==> src/rtl/keypad_digit_encoder.sv <==
// Keypad front end for the timer digit-load port: synchronize and debounce a
// one-hot 10-key pad, emit one BCD digit with a one-cycle active-low loadn.

module keypad_sync_bit (
   input  logic CLK,
   input  logic clear,
   input  logic d,
   output logic q
);
   logic meta;

   always_ff @(posedge CLK or posedge clear) begin
      if (clear) begin
         meta <= 1'b0;
         q    <= 1'b0;
      end else begin
         meta <= d;
         q    <= meta;
      end
   end
endmodule

module keypad_digit_encoder #(
   parameter int DEBOUNCE_CYCLES = 4,
   parameter int MAX_DIGITS      = 4
) (
   input  logic       CLK,
   input  logic       clear,
   input  logic [9:0] keypad,
   input  logic       timer_busy,
   input  logic       entry_clr,
   output logic [3:0] data,
   output logic       loadn,
   output logic [2:0] digit_count,
   output logic       entry_full
);
   typedef enum logic [1:0] {IDLE, DEBOUNCE, LOAD, WAIT_RELEASE} state_t;

   localparam logic [7:0] DB_LAST = 8'(DEBOUNCE_CYCLES);
   localparam logic [2:0] MAX_CNT = 3'(MAX_DIGITS);

   state_t     state, state_nx;
   logic [9:0] ks, code, code_nx;
   logic [7:0] cnt, cnt_nx;
   logic       key_valid, load_fire;
   logic [2:0] count_inc;

   keypad_sync_bit u_sync [9:0] (
      .CLK   (CLK),
      .clear (clear),
      .d     (keypad),
      .q     (ks)
   );

   function automatic logic [3:0] encode(input logic [9:0] c);
      logic [3:0] v;
      v = 4'd0;
      for (int k = 0; k < 10; k++)
         if (c[k]) v = 4'(k);
      return v;
   endfunction

   assign key_valid = $onehot(ks);
   assign load_fire = (state == LOAD);
   assign count_inc = (digit_count >= MAX_CNT) ? MAX_CNT : digit_count + 3'd1;

   always_ff @(posedge CLK or posedge clear) begin
      if (clear) begin
         state <= IDLE;
         cnt   <= 8'd0;
         code  <= 10'd0;
      end else begin
         state <= state_nx;
         cnt   <= cnt_nx;
         code  <= code_nx;
      end
   end

   // cnt counts matching samples in DEBOUNCE and quiet samples in WAIT_RELEASE.
   always_comb begin
      state_nx = state;
      cnt_nx   = cnt;
      code_nx  = code;
      case (state)
         IDLE: begin
            if (key_valid && !timer_busy && !entry_full) begin
               code_nx  = ks;
               cnt_nx   = 8'd1;
               state_nx = (DB_LAST == 8'd1) ? LOAD : DEBOUNCE;
            end
         end
         DEBOUNCE: begin
            if (!key_valid || timer_busy) begin
               state_nx = IDLE;
            end else if (ks != code) begin
               code_nx = ks;
               cnt_nx  = 8'd1;
            end else begin
               cnt_nx = cnt + 8'd1;
               if (cnt_nx >= DB_LAST) state_nx = LOAD;
            end
         end
         LOAD: begin
            cnt_nx   = 8'd0;
            state_nx = WAIT_RELEASE;
         end
         WAIT_RELEASE: begin
            if (|ks) begin
               cnt_nx = 8'd0;
            end else if (cnt + 8'd1 >= DB_LAST) begin
               cnt_nx   = 8'd0;
               state_nx = IDLE;
            end else begin
               cnt_nx = cnt + 8'd1;
            end
         end
         default: state_nx = IDLE;
      endcase
   end

   // entry_clr in the LOAD cycle swallows the digit: no strobe, data kept.
   always_ff @(posedge CLK or posedge clear) begin
      if (clear) begin
         data        <= 4'd0;
         loadn       <= 1'b1;
         digit_count <= 3'd0;
         entry_full  <= 1'b0;
      end else begin
         loadn <= !(load_fire && !entry_clr);
         if (load_fire && !entry_clr) data <= encode(code);
         if (entry_clr) begin
            digit_count <= 3'd0;
            entry_full  <= 1'b0;
         end else if (load_fire) begin
            digit_count <= count_inc;
            entry_full  <= (count_inc == MAX_CNT);
         end
      end
   end
endmodule

==> config.mk <==
export PLATFORM = sky130hd
export DESIGN_NAME = keypad_digit_encoder
export DESIGN_NICKNAME = d
export VERILOG_FILES = /design/src/rtl/keypad_digit_encoder.sv
export SDC_FILE = /design/constraint.sdc
export NUM_CORES = 1
export LEC_CHECK = 0
export BUFFER_PORTS_ARGS = -buffer_cell sky130_fd_sc_hd__buf_4
export CAP_MARGIN = 10
export CORE_MARGIN = 5
export CORE_UTILIZATION = 53
export CTS_CLUSTER_SIZE = 10
export DETAILED_ROUTE_END_ITERATION = 8
export PLACE_DENSITY = 0.75
export SYNTH_ARGS = -nofsm -noshare
export SYNTH_HDL_FRONTEND = slang
export SYNTH_HIERARCHICAL = 1
export SYNTH_SLANG_ARGS = --single-unit
==> constraint.sdc <==
create_clock -name CLK -period 4.08 [get_ports CLK]
set_input_delay 0.204 -clock CLK [delete_from_list [all_inputs] [get_ports CLK]]
set_output_delay 0.204 -clock CLK [all_outputs]
set_load 0.02 [all_outputs]
==> run_results.csv <==
group,metric,value,unit
yosys,synth_nets,248,
floorplan,coreArea,0.00444,mm^2
yosys,synth_area,0.00247,mm^2
yosys,synth_commonest_cells,"48 x dfrtp_1, 32 x inv_1, 13 x nand2_1",
global_routing,grt_max_degree,30,
yosys,syn_avg_cell_area,11.2,um^2
cts,cts_max_path_buffers,2,
yosys,ys_ff_latch,49,
placement,io_buffers,22,
placement,place_area,0.00276,mm^2
routing,ant_nets,0,
yosys,ys_dominant_reg_cell,"dfrtp_1",
global_routing,antenna_found_initial,0,
setup_path,cp_data_required_time,4.27,ns
yosys,synth_async_sr_flop_share,1.00,
finish,multi_input_area,0.00116,mm^2
yosys,yosysTopAreaCellShare,0.486,
global_routing,grt_pass1_vias,1710,
cts,cts_buffers,5,
yosys,yosys_warnings,6,
setup_path,cp_max_fo,5,
finish,antenna_cells,0,
timing,hold_slack,0.0720,ns
finish,fill_cells,331,
yosys,synth_top_area_cell,"dfrtp_1",
finish,areaGrowthSynthToFinish,23.2,%
job,max-cap-violations,0,
timing,tightest_slew,0.462,ns
timing,skew,0.00656,ns
power_and_ir_drop,leakagePower,1.45,nW
finish,final_area,0.00305,mm^2
global_routing,grt_pass1_wl,8070,um
global_routing,grt_usage,0.165,
placement,hpwl,3280,um
timing,post-route-period-util,0.988,
floorplan,fp-row-count,24,
floorplan,pin_count,23,
routing,via_per_inst,5.36,
yosys,yosys-top-cells-area,"dfrtp_1 49%, mux2_4 6.1%, fa_1 4.9%, inv_1 4.9%, xnor2_1 4.2%",
setup_path,cp.arrival,4.23,ns
timing,finalHoldViolCount,0,
power_and_ir_drop,vdd_drop_max,0.000268,V
routing,wl,4680,um
placement,place_ws,-0.0932,ns
cts,htree_levels,2,
routing,drc_errors,0,
yosys,synth_edf_count,0,
timing,period_minus_slack,4.03,ns
routing,wl_per_cell,14.5,um
floorplan,die-height,78.3,um
floorplan,dieArea,0.00613,mm^2
placement,place_congestion,0.763,
cts,clock-sinks,49,
outcome,status,"completed",
worst_hold_path,hold_path_class,"primary input to register",
setup_path,worst_setup_path_end_kind,"register",
finish,nets,298,
timing,setup_ws,0.0477,ns
timing,drv_slew,0,
yosys,yosysUniqueCellTypes,50,
floorplan,chipWidth,78.3,um
routing,vias,1738,
cts,cts_tree,"yes",
routing,drtIter0Drc,97,
cts,clk_pin_slew,0.09,ns
routing,first_pass_iters,4,
finish,register_area,0.00123,mm^2
cts,clk_latency,0.30,ns
finish,drive_gt1_frac,0.257,
cts,cts-root-buf,"clkbuf_8",
yosys,yosysMostFrequentCell,"dfrtp_1",
timing,setup_viol,0,
yosys,netlist_instances,221,
setup_path,critPathKind,"register to register",
yosys,ys_seq_area_frac,0.496,
power_and_ir_drop,powerDensity,477,mW/mm^2
timing,fmax,0.248,GHz
floorplan,initial_core_util,0.557,
setup_path,worst_setup_path_start_kind,"register",
timing,rsz0062_at_grt,"true",
global_routing,grt_overflow,0,
timing,slew_headroom,0.690,
## layout make-up
type / count / area share
flip-flops and latches: 49 / 0.403
clock buffers: 5 / 0.0226
multi-input cells: 138 / 0.381
clock inverters: 3 / 0.00698
inverters: 32 / 0.0394
repair buffers: 45 / 0.126
well taps: 52 / 0.0213
## path summary, 6_finish.rpt
| check | start | to | slack (ns) | depth (start not counted) |
|---|---|---|---|---|
| hold / removal | entry_clr | digit_count[0]$_DFFE_PP0P_ | 0.07 | 2 |
| hold reg to reg | u_sync[3]/meta$_DFF_PP0_ | u_sync[3]/q$_DFF_PP0_ | 0.35 | 0 |
| max in group asynchronous | clear | loadn$_DFF_PP1_ | 3.15 | 4 |
| min in group asynchronous | clear | u_sync[0]/q$_DFF_PP0_ | 0.37 | 3 |
| setup / recovery | u_sync[1]/q$_DFF_PP0_ | code[8]$_DFFE_PP0P_ | 0.05 | 13 |
| setup reg to reg | u_sync[1]/q$_DFF_PP0_ | code[8]$_DFFE_PP0P_ | 0.05 | 13 |
## per-layer routing
metal	up-vias	track usage	share of wire
met5	-	0	0
met4	0	0.0629	0.016
met3	6	0.0389	0.036
met2	29	0.258	0.47
met1	846	0.225	0.48
li1	857	-	-
## kinds of logic (layout without fill, tap and decap cells)
logic type | after synthesis | count (layout) | share of synthesized area
AOI/OAI and AO/OA | 38 | 39 | 0.116
adders and majority gates | 13 | 13 | 0.0840
muxes | 10 | 10 | 0.0607
xor gates and xnor gates | 12 | 12 | 0.0425
and+or+nand+nor | 64 | 64 | 0.140
DFF | 49 | 49 | 0.496
buffers and inverters | 35 | 85 | 0.0607
## state kept, by name, summed over array words and instances (netlist names), 3 cells and up, named ones only
register	cells
u_sync/q	10
code	10
digit_count	3
u_sync/meta	10
data	4
cnt	8
## repair_timing
action,CTS,global route
hold buffers,11,0
cloned,0,1
endpoints found under the setup margin,10,12
gates resized for setup,1,7
endpoints found under the hold margin,30,0
pin swaps,0,7
setup buffers,0,2
## worst max-delay path, cell delays in order (launching register included)
cell,delay (ns)
dfrtp_1,0.42
fa_1,0.51
fa_1,0.51
inv_1,0.04
fa_1,0.44
inv_2,0.08
ha_4,0.13
inv_2,0.03
fa_2,0.50
and3b_2,0.21
o211ai_1,0.10
and4b_2,0.28
a211o_4,0.37
mux2_4,0.31
## placed cells by master, fill, tap and decap left out, types with 6 or more instances in the layout
| cell type | n |
|---|---|
| a21oi_1 | 6 |
| buf_4 | 33 |
| dfrtp_1 | 48 |
| dlygate4sd3_1 | 11 |
| ha_1 | 6 |
| inv_1 | 30 |
| mux2_4 | 10 |
| nand2_1 | 13 |
| nand3_1 | 6 |
| nor2_1 | 12 |
| nor3_1 | 7 |
| o21ai_0 | 8 |
| xnor2_1 | 12 |
## per-stage QoR
step           setup TNS [ns]  instances   util  power (mW)
3_3_place_gp           -0.159        301  0.620        1.12
2_1_floorplan               0        221      -        1.04
5_1_grt                -0.638        324  0.686        1.55
3_5_place_dp           -0.899        301  0.620        1.14
4_1_cts                     0        320  0.666        1.43
6_report                    0        324  0.686        1.45
## report_power, final
group          internal, mW  total [mW]  switching (mW)  leakage (nW)
logic                 0.268       0.488           0.220         0.800
registers             0.569       0.682           0.112         0.603
clock network         0.122       0.283           0.162        0.0445
total                 0.959        1.45           0.494          1.45
(Power assumes the default switching activity.)
